## src/rtl/lsu_misalign_unit_pkg.sv

```systemverilog
// ---------------------------------------------------------------------------
// lsu_misalign_unit_pkg
//   Shared types and helpers for the MEM-stage load/store unit.
//   - mem_op_t    : memory operation encoding seen by the LSU and data_memory
//   - lsu_state_t : LSU sequencing state (idle / byte-split in progress)
//   - mem_op_size, mem_op_is_load, mem_op_is_store, mem_op_misaligned
// ---------------------------------------------------------------------------
package lsu_misalign_unit_pkg;

    typedef enum logic [3:0] {
        MEM_NOP = 4'd0,
        MEM_LB  = 4'd1,
        MEM_LH  = 4'd2,
        MEM_LW  = 4'd3,
        MEM_LBU = 4'd4,
        MEM_LHU = 4'd5,
        MEM_SB  = 4'd6,
        MEM_SH  = 4'd7,
        MEM_SW  = 4'd8
    } mem_op_t;

    typedef enum logic {
        LSU_IDLE  = 1'b0,
        LSU_SPLIT = 1'b1
    } lsu_state_t;

    // Access size in bytes; 0 for MEM_NOP.
    function automatic logic [2:0] mem_op_size(input mem_op_t op);
        case (op)
            MEM_LB, MEM_LBU, MEM_SB: mem_op_size = 3'd1;
            MEM_LH, MEM_LHU, MEM_SH: mem_op_size = 3'd2;
            MEM_LW, MEM_SW:          mem_op_size = 3'd4;
            default:                 mem_op_size = 3'd0;
        endcase
    endfunction

    function automatic logic mem_op_is_load(input mem_op_t op);
        mem_op_is_load = (op == MEM_LB) || (op == MEM_LH) || (op == MEM_LW) ||
                         (op == MEM_LBU) || (op == MEM_LHU);
    endfunction

    function automatic logic mem_op_is_store(input mem_op_t op);
        mem_op_is_store = (op == MEM_SB) || (op == MEM_SH) || (op == MEM_SW);
    endfunction

    // Halfwords need an even address, words need a 4-byte aligned address.
    function automatic logic mem_op_misaligned(input mem_op_t op, input logic [1:0] addr_lo);
        case (mem_op_size(op))
            3'd2:    mem_op_misaligned = addr_lo[0];
            3'd4:    mem_op_misaligned = (addr_lo != 2'b00);
            default: mem_op_misaligned = 1'b0;
        endcase
    endfunction

endpackage

```

## src/rtl/lsu_misalign_unit_load_extend.sv

```systemverilog
// ---------------------------------------------------------------------------
// lsu_misalign_unit_load_extend
//   Combinational load_extend stage: takes the low byte / halfword / word of
//   a raw 32-bit value and sign- or zero-extends it according to the load op.
//   Ports:
//     op   : load operation selecting width and signedness
//     raw  : raw little-endian data (byte 0 in bits [7:0])
//     data : extended result (0 for non-load ops)
// ---------------------------------------------------------------------------
module lsu_misalign_unit_load_extend
    import lsu_misalign_unit_pkg::*;
(
    input  mem_op_t     op,
    input  logic [31:0] raw,
    output logic [31:0] data
);

    always_comb begin
        data = 32'd0;
        case (op)
            MEM_LB:  data = {{24{raw[7]}}, raw[7:0]};
            MEM_LBU: data = {24'd0, raw[7:0]};
            MEM_LH:  data = {{16{raw[15]}}, raw[15:0]};
            MEM_LHU: data = {16'd0, raw[15:0]};
            MEM_LW:  data = raw;
            default: data = 32'd0;
        endcase
    end

endmodule

```

## src/rtl/lsu_misalign_unit.sv

```systemverilog
// ---------------------------------------------------------------------------
// lsu_misalign_unit
//   MEM-stage load/store unit sitting between the EX/MEM register and
//   data_memory. Aligned accesses pass straight through combinationally.
//   Misaligned halfword/word accesses are split into byte accesses
//   (MEM_LBU / MEM_SB) over consecutive cycles while stall holds the pipe.
//
//   Handshake: stall is the inverse of "ready". A request on req_* is
//   accepted in the first cycle stall is low; the caller must hold req_*
//   stable while stall is high. load_data is valid in the cycle stall is low
//   for a load op (and flush is low).
//
//   Ports:
//     clk, rst_n        : clock, asynchronous active-low reset
//     flush             : abandon any in-flight split, suppress this access
//     req_op/addr/wdata : request from EX/MEM
//     dmem_*            : data_memory interface (combinational read data)
//     load_data         : extended load result
//     stall             : hold upstream pipeline
//     misalign_exc      : misaligned op suppressed (ALLOW_MISALIGNED = 0)
//     split_count       : saturating count of split accesses started
// ---------------------------------------------------------------------------
module lsu_misalign_unit
    import lsu_misalign_unit_pkg::*;
#(
    parameter bit ALLOW_MISALIGNED = 1'b1
) (
    input  logic        clk,
    input  logic        rst_n,
    input  logic        flush,
    input  mem_op_t     req_op,
    input  logic [31:0] req_addr,
    input  logic [31:0] req_wdata,
    output logic        dmem_wr_en,
    output mem_op_t     dmem_ctrl,
    output logic [31:0] dmem_addr,
    output logic [31:0] dmem_wdata,
    input  logic [31:0] dmem_rdata,
    output logic [31:0] load_data,
    output logic        stall,
    output logic        misalign_exc,
    output logic [15:0] split_count
);

    lsu_state_t       state;
    logic [1:0]       byte_idx;
    logic [2:0][7:0]  byte_buf;
    mem_op_t          lat_op;
    logic [31:0]      lat_addr;
    logic [31:0]      lat_wdata;

    logic             req_mis;
    logic             start_split;
    logic             split_last;
    logic [2:0]       lat_last_idx;
    logic [7:0]       cur_byte;
    logic [31:0]      assembled;
    mem_op_t          ext_op;
    logic [31:0]      ext_raw;
    logic [31:0]      ext_data;

    // One extender serves both the pass-through path and the split assembly.
    lsu_misalign_unit_load_extend u_load_extend (
        .op   (ext_op),
        .raw  (ext_raw),
        .data (ext_data)
    );

    always_comb begin
        req_mis      = (req_op != MEM_NOP) && mem_op_misaligned(req_op, req_addr[1:0]);
        start_split  = 1'b0;
        lat_last_idx = mem_op_size(lat_op) - 3'd1;
        split_last   = ({1'b0, byte_idx} == lat_last_idx);
        cur_byte     = dmem_rdata[7:0];

        // Final byte of the split joins the bytes captured in earlier cycles.
        if (mem_op_size(lat_op) == 3'd2)
            assembled = {16'd0, cur_byte, byte_buf[0]};
        else
            assembled = {cur_byte, byte_buf[2], byte_buf[1], byte_buf[0]};

        ext_op       = (state == LSU_SPLIT) ? lat_op : req_op;
        ext_raw      = (state == LSU_SPLIT) ? assembled : dmem_rdata;

        dmem_wr_en   = 1'b0;
        dmem_ctrl    = MEM_NOP;
        dmem_addr    = 32'd0;
        dmem_wdata   = 32'd0;
        load_data    = 32'd0;
        stall        = 1'b0;
        misalign_exc = 1'b0;

        case (state)
            LSU_IDLE: begin
                if (flush) begin
                    // Access suppressed; outputs stay at their idle values.
                end else if (req_mis) begin
                    if (ALLOW_MISALIGNED) begin
                        start_split = 1'b1;
                        dmem_ctrl   = mem_op_is_load(req_op) ? MEM_LBU : MEM_SB;
                        dmem_wr_en  = mem_op_is_store(req_op);
                        dmem_addr   = req_addr;
                        dmem_wdata  = {24'd0, req_wdata[7:0]};
                        stall       = 1'b1;
                    end else begin
                        misalign_exc = 1'b1;
                    end
                end else begin
                    dmem_ctrl  = req_op;
                    dmem_wr_en = mem_op_is_store(req_op);
                    dmem_addr  = req_addr;
                    dmem_wdata = req_wdata;
                    load_data  = ext_data;
                end
            end
            LSU_SPLIT: begin
                if (!flush) begin
                    dmem_ctrl  = mem_op_is_load(lat_op) ? MEM_LBU : MEM_SB;
                    dmem_wr_en = mem_op_is_store(lat_op);
                    dmem_addr  = lat_addr + {30'd0, byte_idx};
                    dmem_wdata = {24'd0, lat_wdata[{byte_idx, 3'b000} +: 8]};
                    stall      = !split_last;
                    if (split_last)
                        load_data = ext_data;
                end
            end
            default: ;
        endcase

        // Reset forces every output quiet even though the pass-through is combinational.
        if (!rst_n) begin
            start_split  = 1'b0;
            dmem_wr_en   = 1'b0;
            dmem_ctrl    = MEM_NOP;
            dmem_addr    = 32'd0;
            dmem_wdata   = 32'd0;
            load_data    = 32'd0;
            stall        = 1'b0;
            misalign_exc = 1'b0;
        end
    end

    always_ff @(posedge clk or negedge rst_n) begin
        if (!rst_n) begin
            state       <= LSU_IDLE;
            byte_idx    <= 2'd0;
            byte_buf    <= '0;
            lat_op      <= MEM_NOP;
            lat_addr    <= 32'd0;
            lat_wdata   <= 32'd0;
            split_count <= 16'd0;
        end else if (flush) begin
            state    <= LSU_IDLE;
            byte_idx <= 2'd0;
        end else begin
            case (state)
                LSU_IDLE: begin
                    if (start_split) begin
                        state       <= LSU_SPLIT;
                        byte_idx    <= 2'd1;
                        byte_buf[0] <= cur_byte;
                        lat_op      <= req_op;
                        lat_addr    <= req_addr;
                        lat_wdata   <= req_wdata;
                        if (split_count != 16'hFFFF)
                            split_count <= split_count + 16'd1;
                    end
                end
                LSU_SPLIT: begin
                    if (split_last) begin
                        state    <= LSU_IDLE;
                        byte_idx <= 2'd0;
                    end else begin
                        case (byte_idx)
                            2'd1:    byte_buf[1] <= cur_byte;
                            2'd2:    byte_buf[2] <= cur_byte;
                            default: ;
                        endcase
                        byte_idx <= byte_idx + 2'd1;
                    end
                end
                default: state <= LSU_IDLE;
            endcase
        end
    end

endmodule

```

## config.mk

```make
export PLATFORM = sky130hd
export DESIGN_NAME = lsu_misalign_unit
export DESIGN_NICKNAME = d
export VERILOG_FILES = /design/src/rtl/lsu_misalign_unit_pkg.sv /design/src/rtl/lsu_misalign_unit_load_extend.sv /design/src/rtl/lsu_misalign_unit.sv
export SDC_FILE = /design/constraint.sdc
export NUM_CORES = 1
export LEC_CHECK = 0
export ABC_AREA = 1
export CAP_MARGIN = 20
export CORE_MARGIN = 1.5
export CORE_UTILIZATION = 53
export CTS_CLUSTER_DIAMETER = 150
export DETAILED_ROUTE_END_ITERATION = 16
export PLACE_DENSITY = 0.91
export SETUP_SLACK_MARGIN = 0.1
export SYNTH_ARGS = -nofsm -noshare
export SYNTH_HDL_FRONTEND = slang
export SYNTH_SLANG_ARGS = --single-unit
```

## constraint.sdc

```tcl
create_clock -name clk -period 4.05 [get_ports clk]
set_input_delay 0.81 -clock clk [delete_from_list [all_inputs] [get_ports clk]]
set_output_delay 0.81 -clock clk [all_outputs]
set_load 0.05 [all_outputs]
```

; ---- Word level (Yosys, flattened, before mapping)
; Memories as Yosys holds them, arrays and structs flattened.
; Cells that the tools add are included.
[totals]
ff_bits = 111
romBits = 144
in_bits = 103
output_inout_bits = 119
wordCells = 115
n_memories = 3
[mem_list]
columns = name, words, word_bits, read_ports, rd_ports_with_merged_regs, wr, line
row1 = (no name shown), 16, 3, 1, 0, 0, lsu_misalign_unit_pkg.sv:29  ; case (op)
row2 = (no name shown), 16, 3, 1, 0, 0, lsu_misalign_unit_pkg.sv:29
row3 = (no name shown), 16, 3, 1, 0, 0, lsu_misalign_unit_pkg.sv:29
[op_classes]
addsub = 4
n_eq_ne = 29
shift = 1
muxes = 46
n_bitwise = 3
reduce_logical = 20
[op_table]
columns = op, count
row1 = $mux 32, 13
row2 = $pmux 32 s2, 3
row3 = $pmux 32 s5, 1
row4 = $eq 4x3->1 const B, 10
row5 = $add 32x2->32, 1
row6 = $shiftx 32x6->8, 1
row7 = $eq 4x2->1 const B, 6
row8 = $add 16x1->16 const B, 1
row9 = $mux 4, 4
row10 = $ne 16x16->1 const B, 1
row11 = $eq 4x1->1 const B, 3
row12 = $logic_or 1x1->1, 12
row13 = $mux 1, 12
row14 = $reduce_and 4->1, 3
row15 = $mux 2, 5
row16 = $eq 4x4->1 const B, 2
row17 = $mux 8, 1
row18 = $pmux 1 s2, 4
row19 = $pmux 4 s2, 1
row20 = $eq 3x2->1 const B, 2
row21 = $pmux 2 s2, 1
row22 = $reduce_bool 4->1, 1
row23 = $eq 2x3->1, 1
row24 = $eq 3x3->1 const B, 1
row25 = 11 further kinds, 13

; ---- Depth between registers and ports, before layout
; Gate-level depths: netlist (run 1).
; An unclocked memory read counts as a cell.
[logic_depth]
word_depth = 11
depth_mapped = 14

; ---- Modules after synthesis
; From an unflattened synthesis (run 1), not the netlist that was laid out.
[unflattened]
hier_cells = 1210
area_unflattened_um2 = 7877.6
[by_module_without_submodules]
columns = module, instances, cells_per_inst, area_per_inst_um2
row1 = lsu_misalign_unit, 1, 1123, 7492.2
row2 = lsu_misalign_unit_load_extend, 1, 87, 385.4

; ---- Worst setup path after synthesis (run 1)
; OpenSTA, ideal clock, no wires.
[synth_timing]
kind = input to output
startpoint = input rst_n
endpoint = output dmem_ctrl[3]
arrival_time_ns = 2.819
required_ns = 3.240
path_slack_ns = 0.421
path_stages = 4
n_path_buf = 0
cell_sequence = inv_2 -> nor2_1 -> inv_2 -> nor4_1
[synth_between]
elab_chain_len = 1
[synth_rtl]
columns = element, line
row1 = from (decl), lsu_misalign_unit.sv:29  ; input logic rst_n,
row2 = $mux 4, lsu_misalign_unit.sv:131  ; if (!rst_n) begin
row3 = to (decl), lsu_misalign_unit.sv:35  ; output mem_op_t dmem_ctrl,
; No other way between the ends.

; ---- Final worst setup path (run 1)
[layout_timing]
startpoint = input req_op[3]
endpoint = output load_data[16]
[layout_between]
elab_chain_len = 8
word_cells_on_any_way = 19
[layout_rtl]
columns = element, line
row1 = from (decl), lsu_misalign_unit.sv:31  ; input mem_op_t req_op,
row2 = $mem_v2 16x3, --
row3 = $eq 3x3->1 or $eq 3x2->1 (tied branches), lsu_misalign_unit_pkg.sv:48  ; case (mem_op_size(op))
row4 = $pmux 1 s2, lsu_misalign_unit_pkg.sv:48
row5 = $logic_and 1x1->1, lsu_misalign_unit.sv:70  ; req_mis = (req_op != MEM_NOP) && mem_op_misaligned(req_op, req_addr[1:0]);
row6 = $mux 32, lsu_misalign_unit.sv:97  ; end else if (req_mis) begin
row7 = $mux 32, lsu_misalign_unit.sv:95  ; if (flush) begin
row8 = $pmux 32 s2 (*), lsu_misalign_unit.sv:93  ; case (state)
row9 = $mux 32 (*), lsu_misalign_unit.sv:131
row10 = to (decl), lsu_misalign_unit.sv:39  ; output logic [31:0] load_data,
; Every way passes the cells marked *; elsewhere a longest branch is shown, timed or not.

==> flow_summary.ini, run 1 <==
[placement]
gp_congestion = 1.06
hpwl_um = 19500
pre_cts_ws_ns = 0.103
dp_cells = 1568
io_buffers = 220

[die]
num_rows = 44
ios = 222
core_um2 = 14500
start_util_pct = 54.0
fp.dieArea_um2 = 15500
die_h_um = 124
die_x_um = 124

[grt]
grt_pass1_vias = 8831
gr-total-overflow = 0
grt_pass1_wl_um = 43200
track_usage_pct = 34.2
antenna_found_initial = 0
grt_max_degree = 120

[route]
initialDrtViolationCount = 1275
drt-wirelength-per-cell_um = 16.8
via_per_inst = 5.83
drt_wl_total_um = 26600
vias = 9238
ant_nets = 0
firstDrtPassIters = 8
drc_errors = 0

[logic_synthesis]
yosys.cell_types.count = 41
synth_edf_count = 0
synthFlopType = dfrtp_1
yosysTopAreaCellShare_pct = 35.5
yosys-top-cells-count = nand2_1 (379), nor2_1 (143), o21ai_0 (117), dfrtp_1 (111), inv_1 (107)
synth_seq_cells = 111
yosys_warnings = 0
ys_async_sr_fraction_pct = 100
syn-mean-instance-area_um2 = 6.47
syn-instance-count = 1208
ys_top_cells_by_area = dfrtp_1 (36%), nand2_1 (18%), o21ai_0 (7.5%)
syn_nets = 1319
mappedNetlistArea_um2 = 7820
seq_area_frac_synth_pct = 35.5
synth_most_common_cell = nand2_1
yosys.area.top_type = dfrtp_1

[sta]
slew_headroom_pct = 43.7
rsz0062_at_grt = false
fmax_mhz = 260
fin_ws_ns = 0.203
fin_skew_ns = 0.0105
fin_crit_sh_pct = 95.0
worst_slew_pin_slew_ns = 0.844
finalHoldViolations = 0
period_needed_ns = 3.85
setup_violations = 0
maxSlewViolCount = 0
fin_setup_tns_ns = 0

[finish]
layout.cells.non_filler = 1584
drive_above_1_share_pct = 12.1
nNetsFinal = 1506
area_growth_syn_to_layout_pct = 45.2
antenna_cells = 0
fin_util_pct = 78.4
fillers = 986

[cts]
clock-sinks = 111
cts_tree = done
insertion_delay_ns = 0.36
clock_path_buffers = 2
clkTransAtPathRegs_ns = 0.07
cts-root-buf = clkbuf_16
htreeDepth = 3
numCtsBuffers = 9
holdBufCountCts = 0

[worst_setup_path]
arrival_ns = 3.04
cp-start-kind = input pin
worstPathMaxFanout = 24
r2r_slack_ns = 1.52
end_kind = primary output
path_class = in2out
required_ns = 3.24

[power_and_ir_drop]
cellPowerDensity_nw_per_um2 = 369
ir_drop_mv = 0.261
p_leak_nw = 5.11

[worst_hold_path]
min_path_type = reg2reg

[run]
cap_violations = 0

[outcome]
status = completed
==> cell type report <==
type / instances / area, µm² / share of cell area (%)
clock buffer: 12 / 246 / 2.17
clock inverter: 4 / 55.1 / 0.485
multi-input combinational: 921 / 4290 / 37.8
inverter: 116 / 438 / 3.86
tap: 184 / 230 / 2.03
sequential: 111 / 2780 / 24.5
timing repair buffer: 236 / 3310 / 29.1
==> registers in the layout, indices dropped and copies added (netlist names) <==
signal,cells
lat_addr,32
lat_wdata,32
byte_buf,24
split_count,16
lat_op,4
byte_idx,2
state,1
==> cells by family after synthesis <==
kind of cell | Yosys count | share of synthesized area [%]
XOR/XNOR | 19 | 2.13
flip-flops | 111 | 35.5
adder cells (fa/ha/maj) | 8 | 1.38
buffers and inverters | 176 | 9.83
AND/OR/NAND/NOR | 687 | 37.0
AO/OA/AOI/OAI | 206 | 14.1
other | 1 | 0.0480
==> critical path, stage by stage <==
cell             delay, ns
clkdlybuf4s50_1       0.47
inv_1                 0.19
nand2_1               0.11
a21oi_1               0.14
nor2_1                0.07
nand2_2               0.15
inv_4                 0.12
nand2_1               0.16
nand3_4               0.18
buf_12                0.21
nor2_1                0.24
buf_12                0.18
==> metrics by stage <==
step	hold WS (ns)	total power, mW	cell area (µm²)
finish	0.472	4.19	11300
global route	0.491	4.41	11300
detailed placement	0.453	3.22	11000
global placement	0.449	3.15	11000
floorplan	0.437	2.60	7820
CTS	0.470	4.16	11300
==> power by group <==
part           switching [mW]  internal, mW
registers               0.248          1.39
logic                    1.02         0.604
clock network           0.424         0.500
==> per-layer routing <==
metal | up-vias | wire, µm | GRT usage, %
met5 | - | 0 | 0
met4 | 0 | 1080 | 12.5
met3 | 104 | 2930 | 8.93
met2 | 662 | 12700 | 57.8
met1 | 4211 | 9910 | 42.1
li1 | 4261 | - | -
==> worst paths after layout <==
path                       depth (start not counted)       endpoint     startpoint
max in group asynchronous                          3          state          rst_n
min                                                2  lat_wdata[17]  lat_wdata[17]
min in group asynchronous                          2   lat_addr[10]          rst_n
max reg2reg                                       12   byte_buf[18]      lat_op[0]
min reg2reg                                        2  lat_wdata[17]  lat_wdata[17]
max                                               12  load_data[16]      req_op[3]
==> layout by cell type, fill, tap and decap left out, drive strengths merged, types with 2 or more instances in the layout <==
| master | netlist | layout |
|---|---|---|
| xor2 | 13 | 13 |
| inv | 114 | 114 |
| a21oi | 59 | 59 |
| nor2 | 151 | 151 |
| a32o | 3 | 3 |
| nand2 | 381 | 381 |
| nand3 | 102 | 102 |
| nand4 | 19 | 19 |
| o21ai | 123 | 123 |
| clkdlybuf4s50 | 0 | 119 |
| o211ai | 10 | 10 |
| clkinv | 2 | 4 |
| or2 | 10 | 10 |
| buf | 35 | 117 |
| nor4 | 2 | 2 |
| xnor2 | 6 | 6 |
| clkbuf | 25 | 12 |
| dfrtp | 111 | 111 |
| o22ai | 7 | 7 |
| nor3 | 17 | 17 |
| ha | 7 | 7 |
| nand3b | 4 | 4 |
==> repair_timing <==
action / in CTS / in global routing
setup endpoints to repair: 1 / 26
pin swaps: 0 / 0
gates resized for setup: 1 / 6
buffers inserted: 0 / 0
gates cloned: 0 / 0
No activity file was read; power rests on OpenSTA's default activity.
==> inputs of run 2 (changes only) <==
--- a/config.mk
+++ b/config.mk
@@ -6,7 +6,7 @@
 export NUM_CORES = 1
 export LEC_CHECK = 0
 export ABC_AREA = 1
-export CAP_MARGIN = 20
+export CAP_MARGIN = 40
 export CORE_MARGIN = 1.5
 export CORE_UTILIZATION = 53
 export CTS_CLUSTER_DIAMETER = 150
==> results of run 2 <==
Final layout, timing and power as in run 1 (identical DEF).
==> inputs of run 3 (changes only) <==
--- a/config.mk
+++ b/config.mk
@@ -8,10 +8,10 @@
 export ABC_AREA = 1
 export CAP_MARGIN = 40
 export CORE_MARGIN = 1.5
-export CORE_UTILIZATION = 53
+export CORE_UTILIZATION = 44
 export CTS_CLUSTER_DIAMETER = 150
 export DETAILED_ROUTE_END_ITERATION = 16
-export PLACE_DENSITY = 0.91
+export PLACE_DENSITY = 0.81
 export SETUP_SLACK_MARGIN = 0.1
 export SYNTH_ARGS = -nofsm -noshare
 export SYNTH_HDL_FRONTEND = slang
==> constraint.sdc (replaced) <==
create_clock -name clk -period 3.4 [get_ports clk]
set_input_delay 0.68 -clock clk [delete_from_list [all_inputs] [get_ports clk]]
set_output_delay 0.68 -clock clk [all_outputs]
set_load 0.05 [all_outputs]
==> run 3 against run 2 <==
  * The flow now finishes with violations (negative setup slack)
  * Worst hold slack is essentially flat
  * Total power is 27% higher
  * Register-to-register slack lost 1.7 ns
  * Routed wire length rose by 12%
  * Setup slack got worse by 0.40 ns
  * Utilization is 8.0 points lower
  * Sequential share of layout area is 1.7 points lower
  * Critical endpoint is now byte_buf[23]
  * Largest cell class unchanged
==> flow_summary.ini, run 3 (synthesized netlist as in run 1, its figures left out) <==
[finish]
fin_area_um2 = 12200
reg_top3 = lat_addr: 32 flops, lat_wdata: 32 flops, byte_buf: 24 flops
layout_common_cells = nand2_1 (371), o21ai_0 (115), clkdlybuf4s50_1 (115), dfrtp_1 (109)
nNetsFinal = 1540
fillers = 1290
antenna_cells = 0
layout_commonest_cell = nand2_1
layout.cells.non_filler = 1658
area_growth_syn_to_layout_pct = 56.2
drive_above_1_share_pct = 19.0

[die]
core_um2 = 17400
num_rows = 48
die_x_um = 136
ios = 222
die_h_um = 136
start_util_pct = 45.0
fp.dieArea_um2 = 18600

[route]
ant_nets = 0
vias = 9401
firstDrtPassIters = 6
initialDrtViolationCount = 988
drc_errors = 0
via_per_inst = 5.67
drt-wirelength-per-cell_um = 17.9
drt_wl_total_um = 29700

[cts]
numCtsBuffers = 9
clock-sinks = 111
clock_path_buffers = 2
insertion_delay_ns = 0.36
htreeDepth = 3
cts_tree = done
cts-root-buf = clkbuf_16
holdBufCountCts = 0
clkTransAtPathRegs_ns = 0.07

[placement]
post_dp_cell_area_um2 = 11200
dp_cells = 1620
io_buffers = 220
gp_congestion = 0.942
hpwl_um = 19600

[power_and_ir_drop]
ir_drop_mv = 0.374
power_mw = 5.33
p_leak_nw = 5.37
cellPowerDensity_nw_per_um2 = 436

[grt]
grt_pass1_vias = 8594
grt_pass1_wl_um = 43800
antenna_found_initial = 0
grt_max_degree = 120
gr-total-overflow = 0
track_usage_pct = 30.0

[sta]
fin_setup_tns_ns = -4.38
slew_headroom_pct = 49.7
fmax_mhz = 278
rsz0062_at_grt = true
fin_skew_ns = 0.00921
fin_ws_ns = -0.201
fin_crit_sh_pct = 106
worst_slew_pin_slew_ns = 0.755
finalHoldViolations = 0
setup_violations = 48
period_needed_ns = 3.60
maxSlewViolCount = 0

[worst_setup_path]
r2r_slack_ns = -0.20
arrival_ns = 3.89
path_class = reg2reg
worstPathMaxFanout = 18
required_ns = 3.69
end_kind = register
rr_worst_depth = 23
cp-start-kind = register

[worst_hold_path]
min_path_type = reg2reg
min_delay_path_depth = 2

[outcome]
violations = negative setup slack
status = finished with violations

[run]
cap_violations = 0
==> run 3: repair_timing <==
action	in CTS	in global routing
endpoints found under the setup margin	52	60
resized for setup	51	68
buffers inserted	16	4
pin swaps	5	28
cloned	1	2
==> run 3: metrics by stage <==
stage / hold slack, ns / utilization (%) / setup slack (ns)
global route: 0.496 / 70.3 / -0.334
finish: 0.472 / 70.3 / -0.201
floorplan: 0.384 / - / 0.140
CTS: 0.474 / 68.1 / 0.0608
detailed placement: 0.456 / 64.8 / 0.0327
global placement: 0.450 / 64.8 / 0.102
==> run 3: where the power goes <==
group | switching, mW | leakage (nW) | internal, mW
clock network | 0.521 | 0.124 | 0.518
registers | 0.302 | 1.39 | 1.66
logic | 1.39 | 3.86 | 0.941
total | 2.21 | 5.37 | 3.12
==> run 3: metal layers <==
metal | part of all wire, % | routed length, µm | vias up | global-route usage [%]
met5 | 0 | 0 | - | 0
met4 | 4.0 | 1200 | 0 | 9.63
met3 | 8.9 | 2660 | 120 | 5.29
met2 | 48 | 14100 | 579 | 48.7
met1 | 39 | 11700 | 4362 | 40.5
li1 | - | - | 4340 | -
==> run 3: worst max-delay path, stage by stage, from the launching register on <==
cell     delay [ns]
dfrtp_2        0.45
inv_2          0.08
nand2_2        0.07
nand2_4        0.11
buf_12         0.11
nand3_4        0.11
ha_4           0.35
xnor2_4        0.12
nand3_2        0.12
buf_4          0.15
buf_4          0.12
buf_4          0.13
buf_4          0.13
buf_4          0.12
buf_4          0.13
buf_4          0.12
buf_4          0.12
buf_4          0.12
buf_4          0.12
nor2_1         0.22
nor2_4         0.17
nand2_4        0.15
nand2_1        0.09
nand2_1        0.10
==> run 3: final cells by class <==
type / instances / area, µm² / share of cell area [%]
multi-input cells: 921 / 4720 / 38.7
repair buffers: 270 / 3710 / 30.4
flip-flops and latches: 111 / 2780 / 22.8
inverters: 116 / 438 / 3.59
well taps: 225 / 282 / 2.31
clock buffers: 11 / 243 / 1.99
clock inverters: 4 / 31.3 / 0.256
==> run 3: worst paths after layout <==
kind                               startpoint             to
worst min register to register  lat_wdata[23]  lat_wdata[23]
min in group asynchronous               rst_n   lat_addr[13]
max in group asynchronous               rst_n  lat_wdata[20]
worst max register to register      lat_op[2]   byte_buf[23]
worst min-delay path            lat_wdata[23]  lat_wdata[23]
worst max-delay path                lat_op[2]   byte_buf[23]
